File: src/rtl/fir_out_collector_pkg.sv
// fir_out_collector_pkg: register map, status/control bit positions and state
// encoding shared by the collector top and its testbench.
// Contents: ADR_* offsets, ST_* / CTRL_* bit positions, state_t, status_word().
package fir_out_collector_pkg;

    // Register offsets, decoded from wbs_adr_i[3:2]
    localparam logic [1:0] ADR_DATA   = 2'd0;
    localparam logic [1:0] ADR_STATUS = 2'd1;
    localparam logic [1:0] ADR_CTRL   = 2'd1;  // write side of the STATUS slot
    localparam logic [1:0] ADR_COUNT  = 2'd2;
    localparam logic [1:0] ADR_CKSUM  = 2'd3;

    // STATUS bit positions
    localparam int ST_EMPTY     = 0;
    localparam int ST_FULL      = 1;
    localparam int ST_DONE      = 2;
    localparam int ST_UNDERFLOW = 3;
    localparam int ST_OCC_LSB   = 8;

    // CTRL bit positions
    localparam int CTRL_CLEAR = 0;
    localparam int CTRL_REARM = 1;

    typedef enum logic {
        RUN  = 1'b0,
        HOLD = 1'b1
    } state_t;

    function automatic logic [31:0] status_word(input logic       empty,
                                                input logic       full,
                                                input logic       done,
                                                input logic       underflow,
                                                input logic [7:0] occ);
        logic [31:0] w;
        w                  = '0;
        w[ST_EMPTY]        = empty;
        w[ST_FULL]         = full;
        w[ST_DONE]         = done;
        w[ST_UNDERFLOW]    = underflow;
        w[ST_OCC_LSB +: 8] = occ;
        return w;
    endfunction

endpackage

File: src/rtl/fir_out_collector_if.sv
// fir_out_collector_if: bundles the Wishbone slave bus and the AXI-Stream sink
// signals of the collector. slave = collector side, master = CPU/upstream side.
// Signals: wbs_{stb,cyc,we,sel,dat,adr}_i, wbs_{ack,dat}_o, sm_{tvalid,tdata,tlast,tready}.
interface fir_out_collector_if #(
    parameter int pDATA_WIDTH = 32
);
    logic                   wbs_stb_i;
    logic                   wbs_cyc_i;
    logic                   wbs_we_i;
    logic [3:0]             wbs_sel_i;
    logic [31:0]            wbs_dat_i;
    logic [31:0]            wbs_adr_i;
    logic                   wbs_ack_o;
    logic [31:0]            wbs_dat_o;

    logic                   sm_tvalid;
    logic [pDATA_WIDTH-1:0] sm_tdata;
    logic                   sm_tlast;
    logic                   sm_tready;

    modport slave (
        input  wbs_stb_i, wbs_cyc_i, wbs_we_i, wbs_sel_i, wbs_dat_i, wbs_adr_i,
        output wbs_ack_o, wbs_dat_o,
        input  sm_tvalid, sm_tdata, sm_tlast,
        output sm_tready
    );

    modport master (
        output wbs_stb_i, wbs_cyc_i, wbs_we_i, wbs_sel_i, wbs_dat_i, wbs_adr_i,
        input  wbs_ack_o, wbs_dat_o,
        output sm_tvalid, sm_tdata, sm_tlast,
        input  sm_tready
    );
endinterface

File: src/rtl/fir_out_collector_sync_fifo.sv
// Generic synchronous FIFO with flush; head is presented combinationally.
// Latency: a push is visible at pop_dat/occ on the cycle after it is written; no bypass.
// Backpressure: push ignored while full, pop ignored while empty; flush beats both.
// Ports: clk, rst, push/push_dat, pop/pop_dat, flush, full, empty, occ.
module fir_out_collector_sync_fifo #(
    parameter int WIDTH = 32,
    parameter int DEPTH = 16,
    localparam int AW   = $clog2(DEPTH)
) (
    input  logic             clk,
    input  logic             rst,
    input  logic             push,
    input  logic [WIDTH-1:0] push_dat,
    input  logic             pop,
    output logic [WIDTH-1:0] pop_dat,
    input  logic             flush,
    output logic             full,
    output logic             empty,
    output logic [AW:0]      occ
);
    localparam logic [AW:0] FULL_OCC = (AW + 1)'(DEPTH);

    logic [WIDTH-1:0] mem [DEPTH];
    logic [AW-1:0]    wr_ptr;
    logic [AW-1:0]    rd_ptr;
    logic [AW:0]      occ_q;
    logic             do_push;
    logic             do_pop;

    assign full    = (occ_q == FULL_OCC);
    assign empty   = (occ_q == '0);
    assign occ     = occ_q;
    assign do_push = push && !full;
    assign do_pop  = pop && !empty;
    assign pop_dat = mem[rd_ptr];

    always_ff @(posedge clk) begin
        if (rst || flush) begin
            wr_ptr <= '0;
            rd_ptr <= '0;
            occ_q  <= '0;
        end else begin
            if (do_push) wr_ptr <= wr_ptr + 1'b1;
            if (do_pop)  rd_ptr <= rd_ptr + 1'b1;
            // Simultaneous push and pop leave occupancy unchanged
            case ({do_push, do_pop})
                2'b10:   occ_q <= occ_q + 1'b1;
                2'b01:   occ_q <= occ_q - 1'b1;
                default: occ_q <= occ_q;
            endcase
        end
    end

    // Storage is not reset; only entries between the pointers are ever read
    always_ff @(posedge clk) begin
        if (do_push && !flush) mem[wr_ptr] <= push_dat;
    end

endmodule

File: src/rtl/fir_out_collector.sv
// fir_out_collector: captures one run of FIR output samples into a FIFO and
// exposes FIFO head, status, sample count and done flag over Wishbone.
// Latency: sample readable at DATA from the next access issued >=1 cycle after accept; ack 1 cycle.
// Backpressure: sm_tready = RUN && !full (registered state only); drops after tlast until CTRL rearm/clear.
// Ports: clk, rst (sync, active-high), bus (Wishbone slave + stream sink), done_irq (level, = DONE).
// Optional: define FIR_OUT_COLLECTOR_CKSUM_EN for a 32-bit running sum of accepted samples at CKSUM.
module fir_out_collector
    import fir_out_collector_pkg::*;
#(
    parameter int pDATA_WIDTH = 32,
    parameter int DEPTH       = 16,
    parameter int CNT_WIDTH   = 16
) (
    input  logic                clk,
    input  logic                rst,
    fir_out_collector_if.slave  bus,
    output logic                done_irq
);
    localparam int AW = $clog2(DEPTH);

    state_t                 state_q;
    state_t                 state_d;
    logic                   tready;
    logic                   accept;

    logic                   fifo_full;
    logic                   fifo_empty;
    logic [AW:0]            fifo_occ;
    logic [pDATA_WIDTH-1:0] fifo_head;
    logic                   fifo_pop;

    logic                   ack_q;
    logic [31:0]            dat_q;
    logic [CNT_WIDTH-1:0]   count_q;
    logic                   underflow_q;

    logic                   wb_req;
    logic                   wb_rd;
    logic                   wb_wr;
    logic [1:0]             adr_sel;
    logic                   ctrl_wr;
    logic                   ctrl_clear;
    logic                   ctrl_rearm;
    logic                   data_rd;
    logic [15:0]            occ_wide;
    logic [31:0]            rd_word;
    logic [31:0]            cksum_word;

    // ------------------------------------------------------------------
    // Wishbone request decode; the registered ack masks the second cycle
    // of a held strobe so every access is taken exactly once.
    // ------------------------------------------------------------------
    assign wb_req     = bus.wbs_stb_i && bus.wbs_cyc_i && !ack_q;
    assign wb_rd      = wb_req && !bus.wbs_we_i;
    assign wb_wr      = wb_req &&  bus.wbs_we_i;
    assign adr_sel    = bus.wbs_adr_i[3:2];
    assign ctrl_wr    = wb_wr && (adr_sel == ADR_CTRL) && bus.wbs_sel_i[0];
    assign ctrl_clear = ctrl_wr && bus.wbs_dat_i[CTRL_CLEAR];
    assign ctrl_rearm = ctrl_wr && bus.wbs_dat_i[CTRL_REARM];
    assign data_rd    = wb_rd && (adr_sel == ADR_DATA);
    assign fifo_pop   = data_rd && !fifo_empty;
    assign accept     = bus.sm_tvalid && tready;

    // ------------------------------------------------------------------
    // FSM: state register / next state / outputs
    // ------------------------------------------------------------------
    always_ff @(posedge clk) begin
        if (rst) state_q <= RUN;
        else     state_q <= state_d;
    end

    always_comb begin
        state_d = state_q;
        case (state_q)
            // A clear racing the tlast push drops that sample, so stay in RUN
            RUN:  if (accept && bus.sm_tlast && !ctrl_clear) state_d = HOLD;
            HOLD: if (ctrl_clear || ctrl_rearm)             state_d = RUN;
            default: state_d = RUN;
        endcase
    end

    always_comb begin
        tready   = (state_q == RUN) && !fifo_full;
        done_irq = (state_q == HOLD);
    end

    assign bus.sm_tready = tready;

    // ------------------------------------------------------------------
    // Sample storage
    // ------------------------------------------------------------------
    fir_out_collector_sync_fifo #(
        .WIDTH (pDATA_WIDTH),
        .DEPTH (DEPTH)
    ) u_fifo (
        .clk      (clk),
        .rst      (rst),
        .push     (accept),
        .push_dat (bus.sm_tdata),
        .pop      (fifo_pop),
        .pop_dat  (fifo_head),
        .flush    (ctrl_clear),
        .full     (fifo_full),
        .empty    (fifo_empty),
        .occ      (fifo_occ)
    );

    // ------------------------------------------------------------------
    // Optional running checksum
    // ------------------------------------------------------------------
`ifdef FIR_OUT_COLLECTOR_CKSUM_EN
    logic [31:0] cksum_q;

    always_ff @(posedge clk) begin
        if (rst || ctrl_clear) cksum_q <= '0;
        else if (accept)       cksum_q <= cksum_q + 32'(bus.sm_tdata);
    end

    assign cksum_word = cksum_q;
`else
    assign cksum_word = '0;
`endif

    // ------------------------------------------------------------------
    // Read mux. Occupancy is shown in 8 bits; at DEPTH=256 a full FIFO
    // reads 0 there and the FULL bit disambiguates.
    // ------------------------------------------------------------------
    assign occ_wide = 16'(fifo_occ);

    always_comb begin
        rd_word = '0;
        case (adr_sel)
            ADR_DATA:   if (!fifo_empty) rd_word = 32'(fifo_head);
            ADR_STATUS: rd_word = status_word(fifo_empty, fifo_full, done_irq,
                                              underflow_q, occ_wide[7:0]);
            ADR_COUNT:  rd_word = 32'(count_q);
            ADR_CKSUM:  rd_word = cksum_word;
            default:    rd_word = '0;
        endcase
    end

    always_ff @(posedge clk) begin
        if (rst) begin
            ack_q       <= 1'b0;
            dat_q       <= '0;
            count_q     <= '0;
            underflow_q <= 1'b0;
        end else begin
            ack_q <= wb_req;
            dat_q <= wb_rd ? rd_word : '0;

            if (ctrl_clear)  count_q <= '0;
            else if (accept) count_q <= count_q + CNT_WIDTH'(1);

            if (ctrl_clear)                 underflow_q <= 1'b0;
            else if (data_rd && fifo_empty) underflow_q <= 1'b1;
        end
    end

    assign bus.wbs_ack_o = ack_q;
    assign bus.wbs_dat_o = dat_q;

    // Address/data/select bits outside the decoded fields
    logic unused_bits;
    assign unused_bits = ^{bus.wbs_dat_i[31:2], bus.wbs_sel_i[3:1],
                           bus.wbs_adr_i[31:4], bus.wbs_adr_i[1:0], occ_wide[15:8]};

endmodule

File: src/flat_wrapper.sv
// flat-port wrapper written by rule: the top's interface ports become plain ports
module fir_out_collector_flat import fir_out_collector_pkg::*;
#(
    parameter int pDATA_WIDTH = 32,
    parameter int DEPTH       = 16,
    parameter int CNT_WIDTH   = 16
)
  (clk, rst, done_irq, bus_wbs_stb_i, bus_wbs_cyc_i, bus_wbs_we_i, bus_wbs_sel_i, bus_wbs_dat_i, bus_wbs_adr_i, bus_wbs_ack_o, bus_wbs_dat_o, bus_sm_tvalid, bus_sm_tdata, bus_sm_tlast, bus_sm_tready);
  fir_out_collector_if #(.pDATA_WIDTH(pDATA_WIDTH)) bus_i ();
  input  logic clk;
  input  logic rst;
  output logic done_irq;
  input wire logic [$bits(bus_i.wbs_stb_i)-1:0] bus_wbs_stb_i;
  input wire logic [$bits(bus_i.wbs_cyc_i)-1:0] bus_wbs_cyc_i;
  input wire logic [$bits(bus_i.wbs_we_i)-1:0] bus_wbs_we_i;
  input wire logic [$bits(bus_i.wbs_sel_i)-1:0] bus_wbs_sel_i;
  input wire logic [$bits(bus_i.wbs_dat_i)-1:0] bus_wbs_dat_i;
  input wire logic [$bits(bus_i.wbs_adr_i)-1:0] bus_wbs_adr_i;
  output wire logic [$bits(bus_i.wbs_ack_o)-1:0] bus_wbs_ack_o;
  output wire logic [$bits(bus_i.wbs_dat_o)-1:0] bus_wbs_dat_o;
  input wire logic [$bits(bus_i.sm_tvalid)-1:0] bus_sm_tvalid;
  input wire logic [$bits(bus_i.sm_tdata)-1:0] bus_sm_tdata;
  input wire logic [$bits(bus_i.sm_tlast)-1:0] bus_sm_tlast;
  output wire logic [$bits(bus_i.sm_tready)-1:0] bus_sm_tready;
  assign bus_i.wbs_stb_i = bus_wbs_stb_i;
  assign bus_i.wbs_cyc_i = bus_wbs_cyc_i;
  assign bus_i.wbs_we_i = bus_wbs_we_i;
  assign bus_i.wbs_sel_i = bus_wbs_sel_i;
  assign bus_i.wbs_dat_i = bus_wbs_dat_i;
  assign bus_i.wbs_adr_i = bus_wbs_adr_i;
  assign bus_wbs_ack_o = bus_i.wbs_ack_o;
  assign bus_wbs_dat_o = bus_i.wbs_dat_o;
  assign bus_i.sm_tvalid = bus_sm_tvalid;
  assign bus_i.sm_tdata = bus_sm_tdata;
  assign bus_i.sm_tlast = bus_sm_tlast;
  assign bus_sm_tready = bus_i.sm_tready;
  fir_out_collector #(.pDATA_WIDTH(pDATA_WIDTH), .DEPTH(DEPTH), .CNT_WIDTH(CNT_WIDTH)) u_core (.clk(clk), .rst(rst), .bus(bus_i), .done_irq(done_irq));
endmodule
File: config.mk
export PLATFORM = sky130hd
export DESIGN_NAME = fir_out_collector_flat
export DESIGN_NICKNAME = d
export VERILOG_FILES = /design/src/rtl/fir_out_collector_pkg.sv /design/src/rtl/fir_out_collector_if.sv /design/src/rtl/fir_out_collector_sync_fifo.sv /design/src/rtl/fir_out_collector.sv /design/src/flat_wrapper.sv
export SDC_FILE = /design/constraint.sdc
export NUM_CORES = 1
export LEC_CHECK = 0
export CAP_MARGIN = 30
export CORE_MARGIN = 2
export CORE_UTILIZATION = 59
export CTS_CLUSTER_SIZE = 16
export DETAILED_ROUTE_END_ITERATION = 7
export PLACE_DENSITY = 0.8
export SLEW_MARGIN = 15
export SYNTH_ARGS = -nofsm -noshare
export SYNTH_HDL_FRONTEND = slang
export SYNTH_HIERARCHICAL = 1
export SYNTH_SLANG_ARGS = --single-unit
File: constraint.sdc
create_clock -name clk -period 4.3 [get_ports clk]
set_input_delay 0.645 -clock clk [delete_from_list [all_inputs] [get_ports clk]]
set_output_delay 0.645 -clock clk [all_outputs]
set_load 0.005 [all_outputs]
==> results of run 1 <==
layer usage:
metal  wire [um]  up-vias
li1            -     4728
met1       19000     5810
met2       24200      609
met3        4380       89
met4        1190        2
met5          11        -
power by group:
group	switching [mW]	total [mW]	internal (mW)
registers	0.0276	6.22	6.20
logic	0.219	0.351	0.132
clock network	2.00	4.77	2.77
total	2.25	11.3	9.09
kinds of logic after synthesis:
family / Yosys count / synth area share [%]
AOI/OAI and AO/OA: 114 / 3.86
buffers and inverters: 67 / 1.34
DFF: 580 / 76.0
xor gates and xnor gates: 16 / 0.636
adders and majority gates: 11 / 0.659
and+or+nand+nor: 181 / 4.17
muxes: 133 / 13.3
cells in the mapped netlist (all sizes together), types with 5 or more instances:
cell type	n
buf	24
inv	10
and2	17
a21oi	12
clkbuf	33
a2bb2oi	9
ha	10
xor2	12
mux4	128
nor2	72
o21ai	7
nand4	5
dfxtp	68
nand2	42
a22oi	79
and3	5
or3	9
edfxtp	512
mux2i	5
nand3	8
stage by stage:
step / cells / instance area [sq um] / setup slack (ns)
2_1_floorplan: 1102 / 22000 / 0.897
3_3_place_gp: 1629 / 23700 / 0.607
3_5_place_dp: 1629 / 23700 / 0.550
4_1_cts: 1733 / 25500 / 0.653
5_1_grt: 1736 / 25500 / 0.443
6_report: 1737 / 25500 / 0.537
layout make-up:
type | instances | share of cell area, %
antenna | 3 | 0.0295
clock buffer | 82 | 6.16
clock inverter | 22 | 0.889
inverter | 10 | 0.147
multi-input combinational | 455 | 20.1
sequential | 580 | 65.7
tap | 468 | 2.30
timing repair buffer | 117 | 4.61
state kept, by name (all words and copies together), names as in the netlist, 4 cells and up, named ones only:
register              count
u_core/u_fifo/mem       512
u_core/u_fifo/wr_ptr      4
u_core/count_q           16
u_core/u_fifo/occ         5
u_core/bus.wbs_dat_o     32
u_core/u_fifo/rd_ptr      4
how the worst min path moves through the flow:
stage	end	slack, ns	cells after the start
floorplan	u_core/underflow_q	0.44	2
global placement	u_core/underflow_q	0.46	2
detailed placement	u_core/u_fifo/rd_ptr[3]	0.48	2
CTS	u_core/u_fifo/rd_ptr[3]	0.50	2
global route	u_core/count_q[13]	0.54	2
finish	u_core/u_fifo/rd_ptr[3]	0.50	2
worst register-to-register path, cell delays in order (launching register included):
cell      delay [ns]
dfxtp_1         0.42
or4_1           0.38
nor2_1          0.16
or3_1           0.43
nor3_1          0.44
o21ai_4         0.15
inv_1           0.08
ha_1            0.25
inv_1           0.11
fa_1            0.41
nand2b_1        0.16
a21oi_1         0.20
mux2i_1         0.28
mux2i_1         0.21
==> flow_metrics.py, run 1 <==
metrics = {
    "critical_path": {
        "cp_top_family": "simple AND/OR/NAND/NOR gates",
        "slowest_delay_ns": 0.44,
        "crit_cells": 13,
        "critPathRequiredTime_ns": 4.81,
        "r2r-start": "u_core/u_fifo/occ[0]",
        "arrival_ns": 4.28,
        "path_buf_inv": 2,
        "crit_fanout": 7,
        "end_kind": "register",
        "critPathCapture": "u_core/u_fifo/occ[4]",
        "slowest_stage": "nor3_1",
        "reg2reg_setup_slack_ns": 0.54,
        "start_kind": "register",
        "critPathKind": "reg2reg",
        "cp_cell_sequence": "or4_1, nor2_1, or3_1, nor3_1, o21ai_4, inv_1, ha_1, inv_1, fa_1, nand2b_1, a21oi_1, mux2i_1, mux2i_1",
        "critPathLaunch": "u_core/u_fifo/occ[0]",
        "r2r_cells": 13,
        "r2r_end": "u_core/u_fifo/occ[4]",
    },
    "route": {
        "wl_per_cell_um": 28.1,
        "drt_iter0_drc": 1242,
        "viasPerCell": 6.47,
        "drc": 0,
        "wl_um": 48800,
        "drtPass1Iterations": 5,
        "ant_nets": 0,
        "num_vias": 11200,
    },
    "floorplan": {
        "start_util_pct": 60.0,
        "core-area_sq_um": 36700,
        "die_w_um": 197,
        "num_rows": 70,
        "dieArea_sq_um": 38900,
        "num_io_pins": 142,
        "die_h_um": 197,
    },
    "logic_synthesis": {
        "synth_seq_area_share_pct": 76.0,
        "syn_area_sq_um": 22000,
        "synth_largest_area_cell": "edfxtp_1",
        "ys_types": 52,
        "synth_nets": 1220,
        "synth-seq-cells": 580,
        "yosys.area.top_type_share_pct": 69.8,
        "async_flop_share_pct": 0,
        "netlist_instances": 1102,
        "synth-edff-count": 512,
        "syn_area_per_cell_sq_um": 20.0,
        "yosysWarnings": 6,
        "synth_area_leaders": "edfxtp_1, mux4_2, dfxtp_1",
        "ys.flop_type": "edfxtp_1",
    },
    "power_and_ir_drop": {
        "vdd_drop_max_mv": 0.370,
        "powerDensity_nw_per_um2": 445,
        "p_leak_nw": 8.06,
        "power.total_mw": 11.3,
    },
    "final_layout": {
        "final_common_cell": "edfxtp_1",
        "multiInputGateArea_sq_um": 5130,
        "final_util_pct": 69.4,
        "drive_above_1_share_pct": 22.3,
        "final_cell_mix": "edfxtp_1, mux4_2, a22oi_1",
        "fillCellCount": 2114,
        "nNetsFinal": 1337,
        "regArea_sq_um": 16700,
        "area_delta_synth_final_pct": 15.7,
    },
    "global_routing": {
        "gr-usage-met2_pct": 42.5,
        "first_global_vias": 11500,
        "track_usage_pct": 25.9,
        "grtUsageMet1_pct": 35.7,
        "met3_usage_pct": 5.74,
        "grt_max_degree": 49,
        "antenna_found_initial": 4,
        "grt.busiest_layer": "met2",
        "overflow": 0,
        "grt_pass1_wl_um": 72300,
    },
    "clocking": {
        "hold_buffers": 0,
        "htreeDepth": 2,
        "cts_buffers": 55,
        "cts.sinks": 580,
        "root_buffer": "clkbuf_16",
        "post_cts_resized": 0,
        "cts_tree": "yes",
        "cts_buffer_depth": 3,
        "post-cts-setup-buffer-count": 0,
        "clk_pin_slew_ns": 0.06,
        "worstSkewPairLatency_ns": 0.60,
    },
    "worst_hold_path": {
        "hold_start": "u_core/u_fifo/rd_ptr[3]",
        "hold_class": "reg2reg",
    },
    "timing": {
        "fin_crit_sh_pct": 87.5,
        "tightest_slew_ns": 0.975,
        "hold_slack_ns": 0.500,
        "fin_tns_setup_ns": 0,
        "finalCriticalPeriod_ns": 3.76,
        "timing.fmax_ghz": 0.266,
        "setup_violations": 0,
        "timing.final.hold_violations": 0,
        "finalClockSkew_ns": 0.0206,
        "relSlewSlack_pct": 34.8,
        "slew_viol_final": 0,
        "rsz0062_at_grt": "no",
    },
    "placement": {
        "gp_congestion": 0.813,
        "io_buffers": 78,
        "dp_hpwl_um": 25600,
    },
    "flow_run": {
        "drv_cap": 0,
    },
    "status": {
        "status": "completed",
    },
}
(Power assumes the default switching activity.)
==> run 2: changes to the inputs <==
--- a/config.mk
+++ b/config.mk
@@ -7,11 +7,12 @@
 export LEC_CHECK = 0
 export CAP_MARGIN = 30
 export CORE_MARGIN = 2
-export CORE_UTILIZATION = 59
+export CORE_UTILIZATION = 61
+export CTS_BUF_LIST = sky130_fd_sc_hd__clkbuf_4 sky130_fd_sc_hd__clkbuf_8
 export CTS_CLUSTER_SIZE = 16
 export DETAILED_ROUTE_END_ITERATION = 7
-export PLACE_DENSITY = 0.8
-export SLEW_MARGIN = 15
+export PLACE_DENSITY = 0.82
+export SLEW_MARGIN = 25
 export SYNTH_ARGS = -nofsm -noshare
 export SYNTH_HDL_FRONTEND = slang
 export SYNTH_HIERARCHICAL = 1
==> run 2 against run 1 <==
  * Total power fell by 0.84%
  * Utilization up 2.3 points
  * First-iteration DRC count fell by 12%
  * Count of clock-buffer cells in the layout up 49
  * Die area decreased by 3.2%
  * Combinational power fell by 3%
  * Sequential power about the same
  * Critical path depth unchanged
  * Non-clock buffer count down 2
  * Sequential share of layout area decreased by 0.081 points
  * Clock skew is 0.0026 ns lower
  * Hold slack worse by 0.0038 ns
  * Critical path type unchanged
  * Largest cell class unchanged
==> flow_metrics.py, run 2 (synthesized netlist as in run 1, its figures left out) <==
metrics = {
    "power_and_ir_drop": {
        "combPwrFrac_pct": 3.0,
        "power.internal_mw": 9.00,
        "pwr-share-clk_pct": 41.6,
        "p_switching_mw": 2.25,
        "powerDensity_nw_per_um2": 441,
        "vdd_drop_max_mv": 0.291,
        "seq_power_share_pct": 55.4,
        "p_sw_share_pct": 20.0,
        "p_leak_nw": 8.18,
    },
    "clocking": {
        "htreeDepth": 3,
        "cts_buffer_depth": 3,
        "root_buffer": "clkbuf_8",
        "clk_pin_slew_ns": 0.06,
        "cts_buffers": 90,
        "cts.sinks": 580,
        "post_cts_resized": 0,
        "hold_buffers": 0,
        "worstSkewPairLatency_ns": 0.63,
        "post-cts-setup-buffer-count": 0,
        "cts_tree": "yes",
    },
    "timing": {
        "relSlewSlack_pct": 38.5,
        "timing.fmax_ghz": 0.272,
        "finalCriticalPeriod_ns": 3.67,
        "tightest_slew_ns": 0.920,
        "finalClockSkew_ns": 0.0179,
        "timing.final.hold_violations": 0,
        "fin_tns_setup_ns": 0,
        "slew_viol_final": 0,
        "rsz0062_at_grt": "no",
        "setup_violations": 0,
        "fin_crit_sh_pct": 85.4,
        "hold_slack_ns": 0.496,
    },
    "final_layout": {
        "final_common_cell": "edfxtp_1",
        "stdcell_count": 1785,
        "diodes": 0,
        "drive_above_1_share_pct": 26.6,
        "top_register": "u_core/u_fifo/mem",
        "fin_area_sq_um": 25500,
        "nNetsFinal": 1370,
        "area_delta_synth_final_pct": 15.8,
        "fillCellCount": 2061,
        "final_cell_mix": "edfxtp_1, mux4_2, clkbuf_8",
        "largest_reg_flops": 512,
    },
    "floorplan": {
        "dieArea_sq_um": 37600,
        "die_h_um": 194,
        "core-area_sq_um": 35600,
        "num_rows": 69,
        "die_w_um": 194,
        "start_util_pct": 61.9,
        "num_io_pins": 142,
    },
    "placement": {
        "io_buffers": 78,
        "gp_congestion": 0.842,
        "dpl_cell_area_sq_um": 23600,
        "dp.cells": 1620,
        "dp_hpwl_um": 25100,
    },
    "route": {
        "drt_iter0_drc": 1095,
        "num_vias": 11300,
        "viasPerCell": 6.33,
        "drtPass1Iterations": 5,
        "wl_um": 46200,
        "drc": 0,
        "wl_per_cell_um": 25.9,
        "ant_nets": 0,
    },
    "critical_path": {
        "critPathRequiredTime_ns": 4.86,
        "arrival_ns": 4.23,
        "crit_fanout": 7,
        "critPathKind": "reg2reg",
        "slowest_delay_ns": 0.45,
        "cp_top_family": "simple AND/OR/NAND/NOR gates",
        "reg2reg_setup_slack_ns": 0.63,
        "end_kind": "register",
        "path_buf_inv": 2,
        "slowest_stage": "dfxtp_1",
        "cp_cell_sequence": "or4_1, nor2_1, or3_1, nor3_1, o21ai_4, inv_1, ha_1, inv_1, fa_1, nand2b_1, a21oi_1, mux2i_1, mux2i_1",
        "start_kind": "register",
    },
    "global_routing": {
        "overflow": 0,
        "grt_pass1_wl_um": 70300,
        "track_usage_pct": 25.3,
        "grt_max_degree": 52,
        "first_global_vias": 11600,
        "antenna_found_initial": 1,
    },
    "flow_run": {
        "drv_cap": 0,
    },
    "status": {
        "status": "completed",
    },
    "worst_hold_path": {
        "hold_class": "reg2reg",
    },
}
==> run 2: path summary, 6_finish.rpt <==
| kind | from | end | depth (start not counted) |
|---|---|---|---|
| max | u_core/u_fifo/occ[0] | u_core/u_fifo/occ[4] | 13 |
| min | u_core/count_q[15] | u_core/count_q[15] | 2 |
| max reg2reg | u_core/u_fifo/occ[0] | u_core/u_fifo/occ[4] | 13 |
| min reg2reg | u_core/count_q[15] | u_core/count_q[15] | 2 |
==> run 2: routing by layer <==
| metal | up-vias | track usage (%) | part of all wire [%] | wire length (um) |
|---|---|---|---|---|
| met5 | - | 0 | 0.028 | 13 |
| met4 | 2 | 8.00 | 2.0 | 920 |
| met3 | 90 | 6.56 | 10 | 4730 |
| met2 | 628 | 40.3 | 50 | 22900 |
| met1 | 5777 | 34.9 | 38 | 17600 |
| li1 | 4806 | - | - | - |
==> run 2: area by class of cell <==
| class | instances | area (sq um) | share of cell area [%] |
|---|---|---|---|
| clock buffers | 131 | 1630 | 6.38 |
| inverters | 10 | 37.5 | 0.147 |
| clock inverters | 33 | 255 | 1.00 |
| flip-flops and latches | 580 | 16700 | 65.7 |
| multi-input cells | 455 | 5130 | 20.1 |
| repair buffers | 115 | 1130 | 4.44 |
| well taps | 461 | 577 | 2.26 |
==> run 2: through the flow <==
stage / setup WS [ns] / util [%] / total power, mW
floorplan: 0.897 / - / 6.50
finish: 0.629 / 71.7 / 11.2
global route: 0.409 / 71.7 / 11.6
detailed placement: 0.586 / 66.4 / 6.68
global placement: 0.650 / 66.4 / 6.66
CTS: 0.668 / 71.7 / 11.3
==> run 2: worst register-to-register path, cell delays in order, from the launching register on <==
cell and delay, ns:
dfxtp_1 0.45, or4_1 0.40, nor2_1 0.17, or3_1 0.43, nor3_1 0.42, o21ai_4 0.15, inv_1 0.09, ha_1 0.24
inv_1 0.10, fa_1 0.40, nand2b_1 0.16, a21oi_1 0.16, mux2i_1 0.25, mux2i_1 0.20
==> run 2: power groups by stage <==
stage | combinational (mW) | clock (mW) | sequential (mW)
final | 0.341 | 4.68 | 6.23
after global routing | 0.371 | 5.01 | 6.23
after CTS | 0.339 | 4.75 | 6.23
after detailed placement | 0.336 | 0 | 6.34
after global placement | 0.324 | 0 | 6.33
after floorplan | 0.162 | 0 | 6.33
